## config.mk

```make
export PLATFORM = sky130hd
export DESIGN_NAME = mux_switch_sequencer_flat
export DESIGN_NICKNAME = d
export VERILOG_FILES = /design/src/rtl/mux_switch_sequencer_pkg.sv /design/src/rtl/mux_switch_sequencer_if.sv /design/src/rtl/mux_switch_sequencer_sync_rise_detect.sv /design/src/rtl/mux_switch_sequencer.sv /design/src/flat_wrapper.sv
export SDC_FILE = /design/constraint.sdc
export NUM_CORES = 1
export LEC_CHECK = 0
export ABC_AREA = 1
export BUFFER_PORTS_ARGS = -buffer_cell sky130_fd_sc_hd__buf_2
export CORE_ASPECT_RATIO = 1.25
export CORE_MARGIN = 2
export CORE_UTILIZATION = 50
export DETAILED_ROUTE_END_ITERATION = 12
export PLACE_DENSITY = 0.7
export RECOVER_POWER = 50
export SKIP_LAST_GASP = 1
export SLEW_MARGIN = 20
export SYNTH_ARGS = -nofsm -noshare
export SYNTH_HDL_FRONTEND = slang
export SYNTH_SLANG_ARGS = --single-unit
```

## constraint.sdc

```tcl
create_clock -name wb_clk_i -period 2.3 [get_ports wb_clk_i]
set_input_delay 0.23 -clock wb_clk_i [delete_from_list [all_inputs] [get_ports wb_clk_i]]
set_output_delay 0.23 -clock wb_clk_i [all_outputs]
set_load 0.005 [all_outputs]
```

## src/rtl/mux_switch_sequencer_pkg.sv

```systemverilog
// Shared types and constants for the IO/LA mux switch sequencer.
// Design-index constants name the hosted projects on the shared mux.
package mux_seq_pkg;

  localparam int SEL_W    = 4;
  localparam int NDESIGNS = 8;

  typedef enum logic [1:0] {
    ST_IDLE    = 2'd0,
    ST_QUIESCE = 2'd1,
    ST_SWITCH  = 2'd2,
    ST_HOLD    = 2'd3
  } seq_state_t;

  localparam logic [SEL_W-1:0] TRZF  = SEL_W'(0);
  localparam logic [SEL_W-1:0] TRZF2 = SEL_W'(1);
  localparam logic [SEL_W-1:0] PAWEL = SEL_W'(2);
  localparam logic [SEL_W-1:0] DIEGO = SEL_W'(3);
  localparam logic [SEL_W-1:0] URI   = SEL_W'(4);

  // A select outside the hosted range leaves every design parked.
  function automatic logic sel_in_range(input logic [SEL_W-1:0] sel);
    return sel < SEL_W'(NDESIGNS);
  endfunction

endpackage

```

## src/rtl/mux_switch_sequencer_if.sv

```systemverilog
// LA-side control bundle between the wrapper (master) and the sequencer (slave).
interface mux_switch_sequencer_if
  import mux_seq_pkg::*;
#(
  parameter int CNT_W = 8
);

  logic                i_conf_clk;
  logic [SEL_W-1:0]    i_req_sel;
  logic                i_auto_reset_enb;
  logic [NDESIGNS-1:0] i_design_reset;
  logic [SEL_W-1:0]    o_mux_sel;
  logic [NDESIGNS-1:0] o_design_reset;
  logic                o_io_quiesce;
  logic                o_busy;
  logic [CNT_W-1:0]    o_switch_count;

  modport master (
    output i_conf_clk, i_req_sel, i_auto_reset_enb, i_design_reset,
    input  o_mux_sel, o_design_reset, o_io_quiesce, o_busy, o_switch_count
  );

  modport slave (
    input  i_conf_clk, i_req_sel, i_auto_reset_enb, i_design_reset,
    output o_mux_sel, o_design_reset, o_io_quiesce, o_busy, o_switch_count
  );

endinterface

```

## src/rtl/mux_switch_sequencer_sync_rise_detect.sv

```systemverilog
// Two-flop synchronizer for the asynchronous LA strobe, plus an edge flop
// that turns its rising edge into a single-cycle pulse.
module sync_rise_detect (
  input  logic clk,
  input  logic rst_n,
  input  logic i_async,
  output logic o_rise
);

  logic r_sync1;
  logic r_sync2;
  logic r_edge;

  always_ff @(posedge clk) begin
    if (!rst_n) begin
      r_sync1 <= 1'b0;
      r_sync2 <= 1'b0;
      r_edge  <= 1'b0;
    end else begin
      // NOTE: non-blocking assignments make this a true shift chain; blocking
      // ones would collapse the three flops into a single stage.
      r_sync1 <= i_async;
      r_sync2 <= r_sync1;
      r_edge  <= r_sync2;
    end
  end

  assign o_rise = r_sync2 & ~r_edge;

endmodule

```

## src/rtl/mux_switch_sequencer.sv

```systemverilog
// Handshaked switch of the shared IO/LA mux: quiesce pads, hold the outgoing
// design in reset, change select, hold the incoming design in reset, release.
module mux_switch_sequencer
  import mux_seq_pkg::*;
#(
  parameter int QUIESCE_CYCLES = 4,
  parameter int HOLD_CYCLES    = 16,
  parameter int CNT_W          = 8
) (
  input  logic                   wb_clk_i,
  input  logic                   wb_rst_n,
  mux_switch_sequencer_if.slave  bus
);

  localparam logic [CNT_W-1:0] QUIESCE_LOAD = CNT_W'(QUIESCE_CYCLES - 1);
  localparam logic [CNT_W-1:0] HOLD_LOAD    = CNT_W'(HOLD_CYCLES - 1);

  seq_state_t          r_state;
  logic [CNT_W-1:0]    r_cnt;
  logic [SEL_W-1:0]    r_mux_sel;
  logic [SEL_W-1:0]    r_target;
  logic                r_pend_valid;
  logic [SEL_W-1:0]    r_pend_sel;
  logic                r_powerup;
  logic                r_busy;
  logic                r_quiesce;
  logic [CNT_W-1:0]    r_switch_count;

  logic                w_detect;
  logic                w_take_valid;
  logic [SEL_W-1:0]    w_take_sel;
  logic [NDESIGNS-1:0] w_design_reset;

  sync_rise_detect u_sync (
    .clk     (wb_clk_i),
    .rst_n   (wb_rst_n),
    .i_async (bus.i_conf_clk),
    .o_rise  (w_detect)
  );

  // A detect landing on the HOLD exit cycle is as fresh as anything pending.
  assign w_take_valid = w_detect | r_pend_valid;
  assign w_take_sel   = w_detect ? bus.i_req_sel : r_pend_sel;

  always_ff @(posedge wb_clk_i) begin
    if (!wb_rst_n) begin
      r_state        <= ST_HOLD;
      r_cnt          <= HOLD_LOAD;
      r_mux_sel      <= TRZF;
      r_target       <= TRZF;
      r_pend_valid   <= 1'b0;
      r_pend_sel     <= '0;
      r_powerup      <= 1'b1;
      r_busy         <= 1'b1;
      r_quiesce      <= 1'b1;
      r_switch_count <= '0;
    end else begin
      if (w_detect && r_state != ST_IDLE) begin
        r_pend_valid <= 1'b1;
        r_pend_sel   <= bus.i_req_sel;
      end

      case (r_state)
        ST_IDLE: begin
          if (w_detect && bus.i_req_sel != r_mux_sel) begin
            r_state   <= ST_QUIESCE;
            r_cnt     <= QUIESCE_LOAD;
            r_target  <= bus.i_req_sel;
            r_busy    <= 1'b1;
            r_quiesce <= 1'b1;
          end
        end
        ST_QUIESCE: begin
          if (r_cnt == '0) r_state <= ST_SWITCH;
          else             r_cnt   <= r_cnt - 1'b1;
        end
        ST_SWITCH: begin
          r_mux_sel <= r_target;
          r_cnt     <= HOLD_LOAD;
          r_state   <= ST_HOLD;
        end
        ST_HOLD: begin
          if (r_cnt != '0) begin
            r_cnt <= r_cnt - 1'b1;
          end else begin
            r_powerup    <= 1'b0;
            r_pend_valid <= 1'b0;
            if (!r_powerup) r_switch_count <= r_switch_count + 1'b1;
            if (w_take_valid && w_take_sel != r_mux_sel) begin
              r_state  <= ST_QUIESCE;
              r_cnt    <= QUIESCE_LOAD;
              r_target <= w_take_sel;
            end else begin
              r_state   <= ST_IDLE;
              r_busy    <= 1'b0;
              r_quiesce <= !sel_in_range(r_mux_sel);
            end
          end
        end
        default: r_state <= ST_IDLE;
      endcase
    end
  end

  always_comb begin
    // NOTE: defaulting the whole vector first keeps this block latch-free.
    w_design_reset = '0;
    for (int i = 0; i < NDESIGNS; i++) begin
      w_design_reset[i] = bus.i_design_reset[i]
                        | r_powerup
                        | (!bus.i_auto_reset_enb && SEL_W'(i) != r_mux_sel)
                        | (r_state != ST_IDLE && SEL_W'(i) == r_mux_sel);
    end
  end

  assign bus.o_mux_sel      = r_mux_sel;
  assign bus.o_design_reset = w_design_reset;
  assign bus.o_io_quiesce   = r_quiesce;
  assign bus.o_busy         = r_busy;
  assign bus.o_switch_count = r_switch_count;

endmodule

```

## src/flat_wrapper.sv

```systemverilog
// flat-port wrapper written by rule: the top's interface ports become plain ports
module mux_switch_sequencer_flat import mux_seq_pkg::*;
#(
  parameter int QUIESCE_CYCLES = 4,
  parameter int HOLD_CYCLES    = 16,
  parameter int CNT_W          = 8
)
  (wb_clk_i, wb_rst_n, bus_i_conf_clk, bus_i_req_sel, bus_i_auto_reset_enb, bus_i_design_reset, bus_o_mux_sel, bus_o_design_reset, bus_o_io_quiesce, bus_o_busy, bus_o_switch_count);
  mux_switch_sequencer_if #(.CNT_W(CNT_W)) bus_i ();
  input  logic wb_clk_i;
  input  logic wb_rst_n;
  input wire logic [$bits(bus_i.i_conf_clk)-1:0] bus_i_conf_clk;
  input wire logic [$bits(bus_i.i_req_sel)-1:0] bus_i_req_sel;
  input wire logic [$bits(bus_i.i_auto_reset_enb)-1:0] bus_i_auto_reset_enb;
  input wire logic [$bits(bus_i.i_design_reset)-1:0] bus_i_design_reset;
  output wire logic [$bits(bus_i.o_mux_sel)-1:0] bus_o_mux_sel;
  output wire logic [$bits(bus_i.o_design_reset)-1:0] bus_o_design_reset;
  output wire logic [$bits(bus_i.o_io_quiesce)-1:0] bus_o_io_quiesce;
  output wire logic [$bits(bus_i.o_busy)-1:0] bus_o_busy;
  output wire logic [$bits(bus_i.o_switch_count)-1:0] bus_o_switch_count;
  assign bus_i.i_conf_clk = bus_i_conf_clk;
  assign bus_i.i_req_sel = bus_i_req_sel;
  assign bus_i.i_auto_reset_enb = bus_i_auto_reset_enb;
  assign bus_i.i_design_reset = bus_i_design_reset;
  assign bus_o_mux_sel = bus_i.o_mux_sel;
  assign bus_o_design_reset = bus_i.o_design_reset;
  assign bus_o_io_quiesce = bus_i.o_io_quiesce;
  assign bus_o_busy = bus_i.o_busy;
  assign bus_o_switch_count = bus_i.o_switch_count;
  mux_switch_sequencer #(.QUIESCE_CYCLES(QUIESCE_CYCLES), .HOLD_CYCLES(HOLD_CYCLES), .CNT_W(CNT_W)) u_core (.wb_clk_i(wb_clk_i), .wb_rst_n(wb_rst_n), .bus(bus_i));
endmodule
```

### Yosys cells after proc, flatten, opt, wreduce, memory -nomap -nowiden

Index checks and enable logic that the tools add are counted.

| word-level totals | value |
|---|---|
| flip-flop bits (word level) | 37 |
| output and inout bits | 22 |
| logic and storage cells | 130 |

| operators by class | value |
|---|---|
| add/subtract/negate cells | 2 |
| order comparisons | 1 |
| equal/unequal tests | 26 |
| muxes and demuxes | 25 |
| bitwise operators | 29 |
| reductions and logical operators | 34 |

Operators with widths:

| operator | number |
|---|---|
| 2-to-1 mux 8 bit | 4 |
| case mux 8 bit (4 select lines) | 1 |
| bitwise OR 1 bit | 25 |
| logical AND 1 bit | 19 |
| == test 3 x 4 -> 1 bit (first input constant) | 4 |
| 2-to-1 mux 4 bit | 4 |
| != test 3 x 4 -> 1 bit (first input constant) | 4 |
| 2-to-1 mux 1 bit | 9 |
| AND reduction 3 bit | 3 |
| adder 8 x 1 -> 8 bit (second input constant) | 1 |
| == test 2 x 4 -> 1 bit (first input constant) | 2 |
| zero test 8 bit | 1 |
| != test 2 x 4 -> 1 bit (first input constant) | 2 |
| != test 4 bit | 2 |
| case mux 2 bit (4 select lines) | 1 |
| case mux 4 bit (2 select lines) | 1 |
| AND reduction 4 bit | 2 |
| nonzero test 8 bit | 1 |
| subtractor 8 x 1 -> 8 bit (second input constant) | 1 |
| 2-to-1 mux 2 bit | 3 |
| != test 2 x 1 -> 1 bit (second input constant) | 3 |
| != test 2 bit (second input constant) | 3 |
| == test 1 x 4 -> 1 bit (first input constant) | 1 |
| == test 2 bit (second input constant) | 2 |
| other kinds (13) | 18 |

### Logic depth before layout (Yosys ltp)

Gate-level depths: netlist of the first run.

| depth | value |
|---|---|
| depth in word-level cells | 8 |
| depth in mapped cells | 14 |
| gate-level depth less buffers | 14 |

### By module

A second synthesis of the first run with hierarchy kept.

| second synthesis, totals | value |
|---|---|
| cells, all modules | 336 |
| area, all modules | 2299.7 µm² |

Modules (own cells, without submodules):

| module | times used | cells an instance | area each (µm²) |
|---|---|---|---|
| mux_switch_sequencer | 1 | 325 | 2207.1 |
| sync_rise_detect | 1 | 11 | 92.6 |

### Least setup slack after synthesis of the first run

No wires, ideal clock.

| path | value |
|---|---|
| kind | register -> register |
| start | reg u_core.r_state[0] |
| end | reg u_core.r_busy, in the netlist u_core.bus.o_busy |
| arrival time | 1354 ps |
| data required time | 2164 ps |
| path slack | 810 ps |
| cell stages (with the launch flop) | 9 |
| path buffers | 0 |
| period minus slack after synthesis | 1490 ps |
| path through | dfxtp_1 > inv_1 > ha_1 > inv_1 > nand2_1 > a21boi_4 > nand2_2 > nand2_1 > o211ai_2 |

| between the ends | value |
|---|---|
| cells in the longest elaborated chain, start to end | 3 |
| elaborated cells on any way between the ends | 8 |

Ends and longest elaborated chain:

| element | line | source |
|---|---|---|
| start: declaration | mux_switch_sequencer.sv:18 | `seq_state_t r_state;` |
| start signal: assignment | mux_switch_sequencer.sv:47 | `r_state <= ST_HOLD;` |
| start signal: assignment | mux_switch_sequencer.sv:66 | `r_state <= ST_QUIESCE;` |
| start signal: assignment | mux_switch_sequencer.sv:74 | `if (r_cnt == '0) r_state <= ST_SWITCH;` |
| == test 2 bit or zero test 2 bit (tied branches) | mux_switch_sequencer.sv:63 | `case (r_state)` |
| != test 2 bit (no source line) (tied with other cells) | - |  |
| AND reduction 4 bit (no source line) | - |  |
| end signal: assignment | mux_switch_sequencer.sv:54 | `r_busy <= 1'b1;` |
| end signal: assignment | mux_switch_sequencer.sv:69 | `r_busy <= 1'b1;` |
| end signal: assignment | mux_switch_sequencer.sv:95 | `r_busy <= 1'b0;` |
| end: declaration | mux_switch_sequencer.sv:25 | `logic r_busy;` |

Several ways; a longest one is shown, not always the timed one.
A chain may end at the register's enable or synchronous reset.

### Final worst setup path of the first run

| path | value |
|---|---|
| start | reg u_core.r_state[0] |
| end | reg u_core.r_switch_count[1], in the netlist u_core.bus.o_switch_count[1] |

| between the ends | value |
|---|---|
| cells in the longest elaborated chain, start to end | 2 |

Ends and longest elaborated chain:

| element | line | source |
|---|---|---|
| == test 2 bit | mux_switch_sequencer.sv:63 |  |
| AND reduction 3 bit (no source line) | - |  |
| end signal: assignment | mux_switch_sequencer.sv:88 | `if (!r_powerup) r_switch_count <= r_switch_count + 1'b1;` |
| end: declaration | mux_switch_sequencer.sv:27 | `logic [CNT_W-1:0] r_switch_count;` |

Every way passes these cells.

==> impl_metrics.yaml, run 1 <==
place:
  hpwl_um: 4120
  gp_congestion: 0.851
  port_buffers: 37
  place_ws_ns: 0.402
yosys:
  syn_nets: 350
  avgSynthCellArea_um2: 7.14
  synthAdderAreaFrac_pct: 3.75
  synth_xor_area_share_pct: 4.13
  synth_seq_area_share_pct: 31.7
  synth_area_um2: 2330
  synthMuxAreaShare_pct: 0
  ys_seq_elements: 37
  synth-simple-area-share_pct: 35.1
  synth-compound-area-share_pct: 15.9
  yosys_warnings: 0
  yosysUniqueCellTypes: 36
  synthCells: 327
  synth_top_family_by_area: "simple AND/OR/NAND/NOR gates"
global_routing:
  overflow: 0
  antenna_found_initial: 0
  grt_max_degree: 23
  grt_pass1_vias: 2165
  track_usage_pct: 22.2
  grt_pass1_wl_um: 9270
drt:
  route.met3.wl_um: 253
  drt-pass1-iter-count: 4
  drt_iter0_drc: 152
  drt-wirelength-per-cell_um: 12.7
  drtAntennaViolNets: 0
  detailroute.wirelength.met2_um: 2710
  drt-met1-wl_um: 2310
  drt-total-wl_um: 5390
  via_count: 2245
  avgViaCountPerCell: 5.31
  drc: 0
  routed.top_layer: "met4"
pwr:
  power.density_nw_per_um2: 874
  cellLeakagePower_nw: 1.19
  peakVddDrop_v: 0.000531
sta:
  finalMaxSlewViolations: 0
  tns_ns: 0
  fin_crit_sh_pct: 84.6
  hold_viol: 0
  skew_ns: 0.00666
  min_period_ns: 1.95
  setup_violations: 0
  max_freq_ghz: 0.514
  fin_ws_ns: 0.355
  rsz0062_at_grt: "false"
  worst_slew_pin_slew_ns: 0.973
  slew_headroom_pct: 35.1
critical_path:
  critPathKind: "reg -> reg"
  critPathArrivalTime_ns: 2.10
  start_kind: "flip-flop"
  crit_path_max_fanout: 7
  required_ns: 2.46
  r2r_slack_ns: 0.35
  worst_setup_path_end_kind: "flip-flop"
floorplan:
  die_area_um2: 5230
  io-pin-count: 38
  dieWidth_um: 65.1
  fp.dieH_um: 80.4
  start_util_pct: 52.3
  rows: 27
  coreArea_um2: 4460
final_layout:
  num-nets-final: 387
  drive_gt1_share_pct: 19.2
  layout_commonest_cell: "nand2_1"
  nFillCells: 459
  finish.utilization_pct: 58.9
  antenna_cells: 0
  layout_common_cells: "nand2_1, nand3_1, inv_1"
  area_growth_pct: 12.6
clock_tree:
  clock_latency_ns: 0.29
  cts_tree: "yes"
  ctsHoldBuffers: 0
  cts.clk_slew.worst_paths_ns: 0.07
  cts_max_level: 2
  cts_buffer_depth: 2
  cts_setup_buffers: 0
  cts.repair.resized: 0
  clock_sinks: 37
  cts_root_buf: "clkbuf_8"
  cts_buffers: 5
flow_run:
  maxCapViolCount: 0
hold_path:
  min_path_type: "in -> reg"
status:
  outcome: "finished clean"
cell usage after synthesis (all sizes together):
cell | instances | area (um^2)
o21a | 2 | 16.3
nor3 | 4 | 25.0
xnor2 | 5 | 43.8
a31oi | 2 | 12.5
a21oi | 25 | 125
nor4 | 1 | 6.26
a211oi | 4 | 30.0
nor2 | 20 | 87.6
nand4 | 14 | 103
a21boi | 1 | 18.8
xor2 | 6 | 52.6
buf | 4 | 26.3
o211ai | 13 | 108
ha | 7 | 87.6
and3 | 1 | 6.26
o21ai | 12 | 60.1
dfxtp | 37 | 741
nand2 | 73 | 330
inv | 46 | 175
nand3 | 45 | 260
clkbuf | 5 | 18.8
metrics by stage:
step                      hold slack, ns  total power [mW]  cells  cell area (um^2)
after floorplan                    0.328              1.62    327              2330
after global placement             0.404              1.86    415              2560
after detailed placement           0.403              1.86    415              2560
after CTS                          0.115              2.32    423              2650
after global routing               0.129              2.49    423              2630
final                              0.118              2.30    423              2630
cell families after synthesis:
logic type,Yosys count
adder cells (fa/ha/maj),7
XOR/XNOR,11
AO/OA/AOI/OAI,59
buffers and inverters,55
AND/OR/NAND/NOR,158
flip-flops,37
cell type report:
type / count / area [um^2] / share of cell area (%)
inverter: 46 / 175 / 6.67
sequential: 37 / 741 / 28.2
tap: 58 / 72.6 / 2.76
multi-input combinational: 235 / 1360 / 51.9
timing repair buffer: 39 / 190 / 7.24
clock inverter: 3 / 17.5 / 0.667
clock buffer: 5 / 68.8 / 2.62
flip-flops by register name, summed over array words and instances (netlist names):
signal / count
u_core.bus.o_switch_count: 8
u_core.r_cnt: 8
u_core.bus.o_mux_sel: 4
u_core.r_pend_sel: 4
u_core.r_target: 4
u_core.r_state: 2
u_core.bus.o_busy: 1
u_core.bus.o_io_quiesce: 1
u_core.r_pend_valid: 1
u_core.r_powerup: 1
u_core.u_sync.r_edge: 1
u_core.u_sync.r_sync1: 1
u_core.u_sync.r_sync2: 1
worst max-delay path: stages (launching register included):
cell     delay [ns]
dfxtp_1        0.39
ha_1           0.38
inv_1          0.14
nor3_1         0.53
inv_1          0.21
nand2_1        0.10
a21oi_1        0.06
power breakdown:
group	switching [mW]	internal, mW	total [mW]
Clock	0.244	0.209	0.453
Combinational	0.626	0.375	1.00
Sequential	0.0995	0.743	0.842
Total	0.969	1.33	2.30
layer usage:
| metal | GRT usage, % | up-vias |
|---|---|---|
| li1 | - | 1171 |
| met1 | 25.3 | 1005 |
| met2 | 40.7 | 56 |
| met3 | 3.50 | 13 |
| met4 | 9.58 | 0 |
| met5 | 0 | - |
worst paths after layout:
| check | to | startpoint | depth (start not counted) |
|---|---|---|---|
| setup / recovery | u_core.bus.o_switch_count[1]$_SDFFE_PN0P_ | u_core.r_state[0]$_SDFFE_PN1P_ | 6 |
| setup reg to reg | u_core.bus.o_switch_count[1]$_SDFFE_PN0P_ | u_core.r_state[0]$_SDFFE_PN1P_ | 6 |
| hold reg to reg | u_core.u_sync.r_sync2$_SDFF_PN0_ | u_core.u_sync.r_sync1$_SDFF_PN0_ | 2 |
| hold / removal | u_core.u_sync.r_sync1$_SDFF_PN0_ | bus_i_conf_clk | 3 |
No activity file was read; power rests on OpenSTA's default activity.
==> run 2, diff against run 1 <==
- ABC_AREA: 1 -> 0
- PLACE_DENSITY: 0.7 -> 0.73
- clock period: 2.3 -> 1.7 ns (I/O delays scaled with it)
==> impl_metrics.yaml, run 2 <==
sta:
  hold_viol: 0
  worst_slew_pin_slew_ns: 1.18
  fin_crit_sh_pct: 122
  rsz0062_at_grt: "true"
  setup_violations: 32
  skew_ns: 0.00891
  fin_ws_ns: -0.372
  max_freq_ghz: 0.483
  slew_headroom_pct: 21.6
  finalMaxSlewViolations: 0
  hold_slack_ns: 0.0731
  min_period_ns: 2.07
final_layout:
  layout_common_cells: "buf_4, buf_2, dfxtp_1"
  drive_gt1_share_pct: 48.4
  nFillCells: 226
  antenna_cells: 0
  num-nets-final: 369
  finish.utilization_pct: 80.6
  layout_commonest_cell: "buf_4"
  area_growth_pct: 53.3
place:
  hpwl_um: 3970
  port_buffers: 37
  gp_congestion: 0.874
floorplan:
  die_area_um2: 4890
  fp.dieH_um: 77.7
  start_util_pct: 52.6
  io-pin-count: 38
  coreArea_um2: 4130
  rows: 26
  dieWidth_um: 63.0
pwr:
  p_sw_mw: 1.38
  seqPwrFrac_pct: 29.6
  cellLeakagePower_nw: 1.35
  internal_power_mw: 2.10
  p_sw_share_pct: 39.6
  power.density_nw_per_um2: 1050
  p_comb_share_pct: 52.5
  peakVddDrop_v: 0.000912
  pwr-share-clk_pct: 18.0
hold_path:
  min_from: "bus_i_conf_clk"
  min_path_type: "in -> reg"
yosys:
  ys_seq_elements: 37
  synth_ff_type: "dfxtp_1"
  synth_seq_area_share_pct: 34.1
  yosysMostFrequentCell: "dfxtp_1"
  yosys-top-cells-count: "dfxtp_1, nand2_1, nor2_1"
  yosys_warnings: 0
  synthCells: 258
  yosysUniqueCellTypes: 46
  synth_top_area_share_pct: 34.1
  avgSynthCellArea_um2: 8.42
  synth.top_cells.by_area: "dfxtp_1, mux2i_1, nand2_1"
  async_flop_share_pct: 0
  synth_edf_count: 0
  synth_area_um2: 2170
  synth_top_cell_by_area: "dfxtp_1"
  syn_nets: 281
global_routing:
  antenna_found_initial: 0
  track_usage_pct: 27.6
  grt_max_degree: 28
  grt_pass1_vias: 2299
  grt_pass1_wl_um: 10600
  overflow: 0
critical_path:
  cp_cell_sequence: "buf_6 -> or4_4 -> nor2_2 -> a21oi_1 -> or3_1 -> buf_2"
  required_ns: 1.53
  critPathKind: "reg -> out"
  critPathArrivalTime_ns: 1.90
  worst_setup_path_end_kind: "output port"
  reg2reg_from: "u_core.bus.o_mux_sel[3]$_SDFFE_PN0P_"
  critPathSlowestCell: "or4_4"
  crit_path_max_fanout: 2
  worstSetupStartpoint: "u_core.bus.o_mux_sel[0]$_SDFFE_PN0P_"
  start_kind: "flip-flop"
  max_stage_delay_ns: 0.52
drt:
  drtAntennaViolNets: 0
  avgViaCountPerCell: 6.20
  drt-total-wl_um: 8100
  drt_iter0_drc: 185
  drt-pass1-iter-count: 5
  via_count: 2497
  drc: 0
  drt-wirelength-per-cell_um: 20.1
clock_tree:
  cts_max_level: 2
  clock_sinks: 37
  clock_latency_ns: 0.30
  cts_buffer_depth: 2
  cts_tree: "yes"
  cts_root_buf: "clkbuf_8"
  cts_buffers: 5
  cts.clk_slew.worst_paths_ns: 0.07
status:
  outcome: "finished, violations left"
  violations: "negative setup slack"
flow_run:
  maxCapViolCount: 0
==> run 2: cell count changes in the layout (fill, tap and decap cells not counted), moves of 10 or more <==
cell,before,now
buf_4,1,43
nand3_1,41,3
nand2_1,61,25
inv_1,40,5
mux2i_1,0,18
a21oi_1,25,9
nand4_1,13,0
buf_6,0,12
or3_1,0,10
==> run 2: per-stage QoR <==
| step | setup TNS (ns) | cells | setup WS, ns | power (mW) | cell area [um^2] |
|---|---|---|---|---|---|
| 3_3_place_gp | -1.60 | 375 | -0.131 | 2.34 | 2690 |
| 5_1_grt | -7.92 | 403 | -0.412 | 3.64 | 3330 |
| 2_1_floorplan | -0.188 | 258 | -0.0520 | 1.80 | 2210 |
| 6_report | -6.32 | 403 | -0.372 | 3.48 | 3330 |
| 3_5_place_dp | -3.08 | 375 | -0.221 | 2.36 | 2690 |
| 4_1_cts | -2.96 | 398 | -0.292 | 3.11 | 3080 |
==> run 2: routing by layer <==
| layer | GRT usage [%] | share of wire, % | vias up | wire length, um |
|---|---|---|---|---|
| met2 | 50.3 | 52 | 160 | 4200 |
| met5 | 0 | 0 | - | 0 |
| met3 | 5.22 | 6.4 | 44 | 517 |
| li1 | - | - | 1091 | - |
| met4 | 14.9 | 5.7 | 0 | 458 |
| met1 | 29.7 | 36 | 1202 | 2920 |
==> run 2: what timing repair did <==
action,4_1_cts,5_1_grt
hold buffers,0,0
hold endpoints to repair,0,0
setup endpoints to repair,32,32
pin swaps,19,18
setup buffers,15,6
resized for setup,47,42
==> run 2: cell type report <==
class / instances / area, um^2 / area share, %
multi-input combinational: 195 / 1690 / 50.6
sequential: 37 / 758 / 22.8
timing repair buffer: 96 / 691 / 20.7
tap: 56 / 70.1 / 2.10
clock buffer: 5 / 68.8 / 2.07
inverter: 11 / 41.3 / 1.24
clock inverter: 3 / 17.5 / 0.526
==> run 2: cells by family after synthesis <==
family	Yosys count	synth area share, %
and+or+nand+nor	99	23.4
AOI/OAI and AO/OA	54	17.8
DFF	37	34.1
buffers and inverters	26	5.07
muxes	22	10.4
xor gates and xnor gates	13	5.24
adders and majority gates	7	4.03
==> run 2: worst paths after layout <==
| kind | to | slack (ns) | cells past startpoint |
|---|---|---|---|
| setup / recovery | bus_o_design_reset[0] | -0.37 | 6 |
| hold / removal | u_core.u_sync.r_sync1$_SDFF_PN0_ | 0.07 | 2 |
| setup reg to reg | u_core.r_cnt[3]$_SDFFE_PN1P_ | -0.35 | 6 |
| hold reg to reg | u_core.u_sync.r_sync2$_SDFF_PN0_ | 0.44 | 1 |
==> run 2: critical path: cells and delay by family (launching register included) <==
family / cells / cell delay, ns
buffers and inverters: 2 / 0.24
AND/OR/NAND/NOR: 3 / 0.96
AO/OA/AOI/OAI: 1 / 0.05
flip-flops: 1 / 0.35
==> run 2: power groups by stage <==
stage	Combinational [mW]	Sequential [mW]	Clock (mW)
final	1.83	1.03	0.626
after global routing	1.93	1.04	0.664
after CTS	1.47	1.01	0.625
after detailed placement	1.33	1.03	0
after global placement	1.31	1.03	0
after floorplan	0.779	1.02	0
==> run 3, diff against run 2 <==
- CORE_ASPECT_RATIO: 1.25 -> default
==> impl_metrics.yaml, run 3 (synthesis gave the netlist of run 2 again) <==
status:
  outcome: "finished, violations left"
  violations: "negative setup slack"
critical_path:
  start_kind: "flip-flop"
  r2r_slack_ns: -0.33
  cp_cell_sequence: "buf_4 -> or4_4 -> nor2_2 -> a21oi_1 -> or3_1 -> buf_2"
  worstSetupStartpoint: "u_core.bus.o_mux_sel[3]$_SDFFE_PN0P_"
  r2r_cells: 7
  worst_setup_path_end_kind: "output port"
  critical_path.endpoint: "bus_o_design_reset[0]"
  r2r-end: "u_core.r_cnt[1]$_SDFFE_PN1P_"
  required_ns: 1.53
  critPathSlowestCell: "or4_4"
  max_stage_delay_ns: 0.50
  critPathKind: "reg -> out"
  crit_path_max_fanout: 7
  reg2reg_from: "u_core.bus.o_mux_sel[1]$_SDFFE_PN0P_"
  critPathArrivalTime_ns: 1.98
floorplan:
  die_area_um2: 4890
  start_util_pct: 53.2
  dieWidth_um: 69.9
  coreArea_um2: 4090
  fp.dieH_um: 69.9
  rows: 23
  io-pin-count: 38
final_layout:
  antenna_cells: 0
  nFillCells: 218
  area_growth_pct: 55.0
  final_cell_area_um2: 3370
  finish.utilization_pct: 82.4
  layout_commonest_cell: "buf_4"
  fin_cells: 402
  num-nets-final: 374
  drive_gt1_share_pct: 49.7
  layout_common_cells: "buf_4, buf_2, dfxtp_1"
global_routing:
  antenna_found_initial: 0
  grt_pass1_vias: 2286
  grt_pass1_wl_um: 10700
  overflow: 0
  track_usage_pct: 27.0
  grt_max_degree: 28
place:
  placed_cell_area_um2: 2700
  place_ws_ns: -0.213
  dp.cells: 372
  hpwl_um: 4160
  port_buffers: 37
  gp_congestion: 0.902
drt:
  drtAntennaViolNets: 0
  drt_iter0_drc: 188
  drt-wirelength-per-cell_um: 19.6
  drt-total-wl_um: 7890
  drc: 0
  via_count: 2461
  drt-pass1-iter-count: 6
  avgViaCountPerCell: 6.12
pwr:
  peakVddDrop_v: 0.000877
  cellLeakagePower_nw: 1.41
  p_total_mw: 3.42
  power.density_nw_per_um2: 1020
clock_tree:
  clock_latency_ns: 0.30
  cts_buffers: 5
  ctsHoldBuffers: 0
  cts_tree: "yes"
  clock_sinks: 37
  cts_buffer_depth: 2
  cts_max_level: 2
  cts_root_buf: "clkbuf_8"
  cts.clk_slew.worst_paths_ns: 0.08
sta:
  max_freq_ghz: 0.466
  min_period_ns: 2.15
  setup_violations: 28
  hold_slack_ns: 0.0796
  hold_viol: 0
  fin_crit_sh_pct: 126
  finalMaxSlewViolations: 0
  worst_slew_pin_slew_ns: 0.676
  rsz0062_at_grt: "true"
  slew_headroom_pct: 54.9
  skew_ns: 0.0101
  tns_ns: -5.00
  fin_ws_ns: -0.446
hold_path:
  hold_path_depth: 2
  min_path_type: "in -> reg"
flow_run:
  maxCapViolCount: 0
-- run 3: cell count changes in the layout (fill, tap and decap cells not counted), sizes merged --
cell / delta
buf: +6
clkbuf: -1
-- run 3: cell type report --
| type | count | area, um^2 | area share [%] |
|---|---|---|---|
| Clock buffer | 5 | 68.8 | 2.04 |
| Clock inverter | 3 | 17.5 | 0.520 |
| Inverter | 11 | 41.3 | 1.23 |
| Multi-Input combinational cell | 195 | 1710 | 50.7 |
| Sequential cell | 37 | 751 | 22.3 |
| Tap cell | 50 | 62.6 | 1.86 |
| Timing Repair Buffer | 101 | 719 | 21.4 |
-- run 3: what timing repair did --
action                     in CTS  in global routing
gates resized for setup        53                 36
pin swaps                      17                 26
setup endpoints to repair      31                 32
hold endpoints to repair        0                  0
cloned                          0                  0
buffers inserted               11                 12
-- run 3: critical path: cells and delay by family (launching register included) --
| kind | cells | cell delay (ns) |
|---|---|---|
| simple gates | 3 | 0.95 |
| compound gates | 1 | 0.07 |
| buf+inv | 2 | 0.32 |
| flops | 1 | 0.33 |
-- run 3: worst min path at each step --
stage,from,end,slack (ns)
after CTS,bus_i_conf_clk,u_core.u_sync.r_sync1$_SDFF_PN0_,0.08
after global placement,bus_i_conf_clk,u_core.u_sync.r_sync1$_SDFF_PN0_,0.38
after floorplan,bus_i_conf_clk,u_core.u_sync.r_sync1$_SDFF_PN0_,0.30
after detailed placement,bus_i_conf_clk,u_core.u_sync.r_sync1$_SDFF_PN0_,0.39
after global routing,bus_i_conf_clk,u_core.u_sync.r_sync1$_SDFF_PN0_,0.09
final,bus_i_conf_clk,u_core.u_sync.r_sync1$_SDFF_PN0_,0.08
-- run 3: power by group --
part	internal [mW]	total, mW	switching (mW)
logic	0.808	1.77	0.963
clock network	0.283	0.625	0.342
registers	0.946	1.03	0.0798
total	2.04	3.42	1.38
-- run 3: routing by layer --
layer	track usage (%)	up-vias	part of all wire, %
met4	10.0	0	3.1
met1	33.5	1195	40
met2	46.0	142	50
met5	0	-	0
li1	-	1095	-
met3	5.34	29	7.0
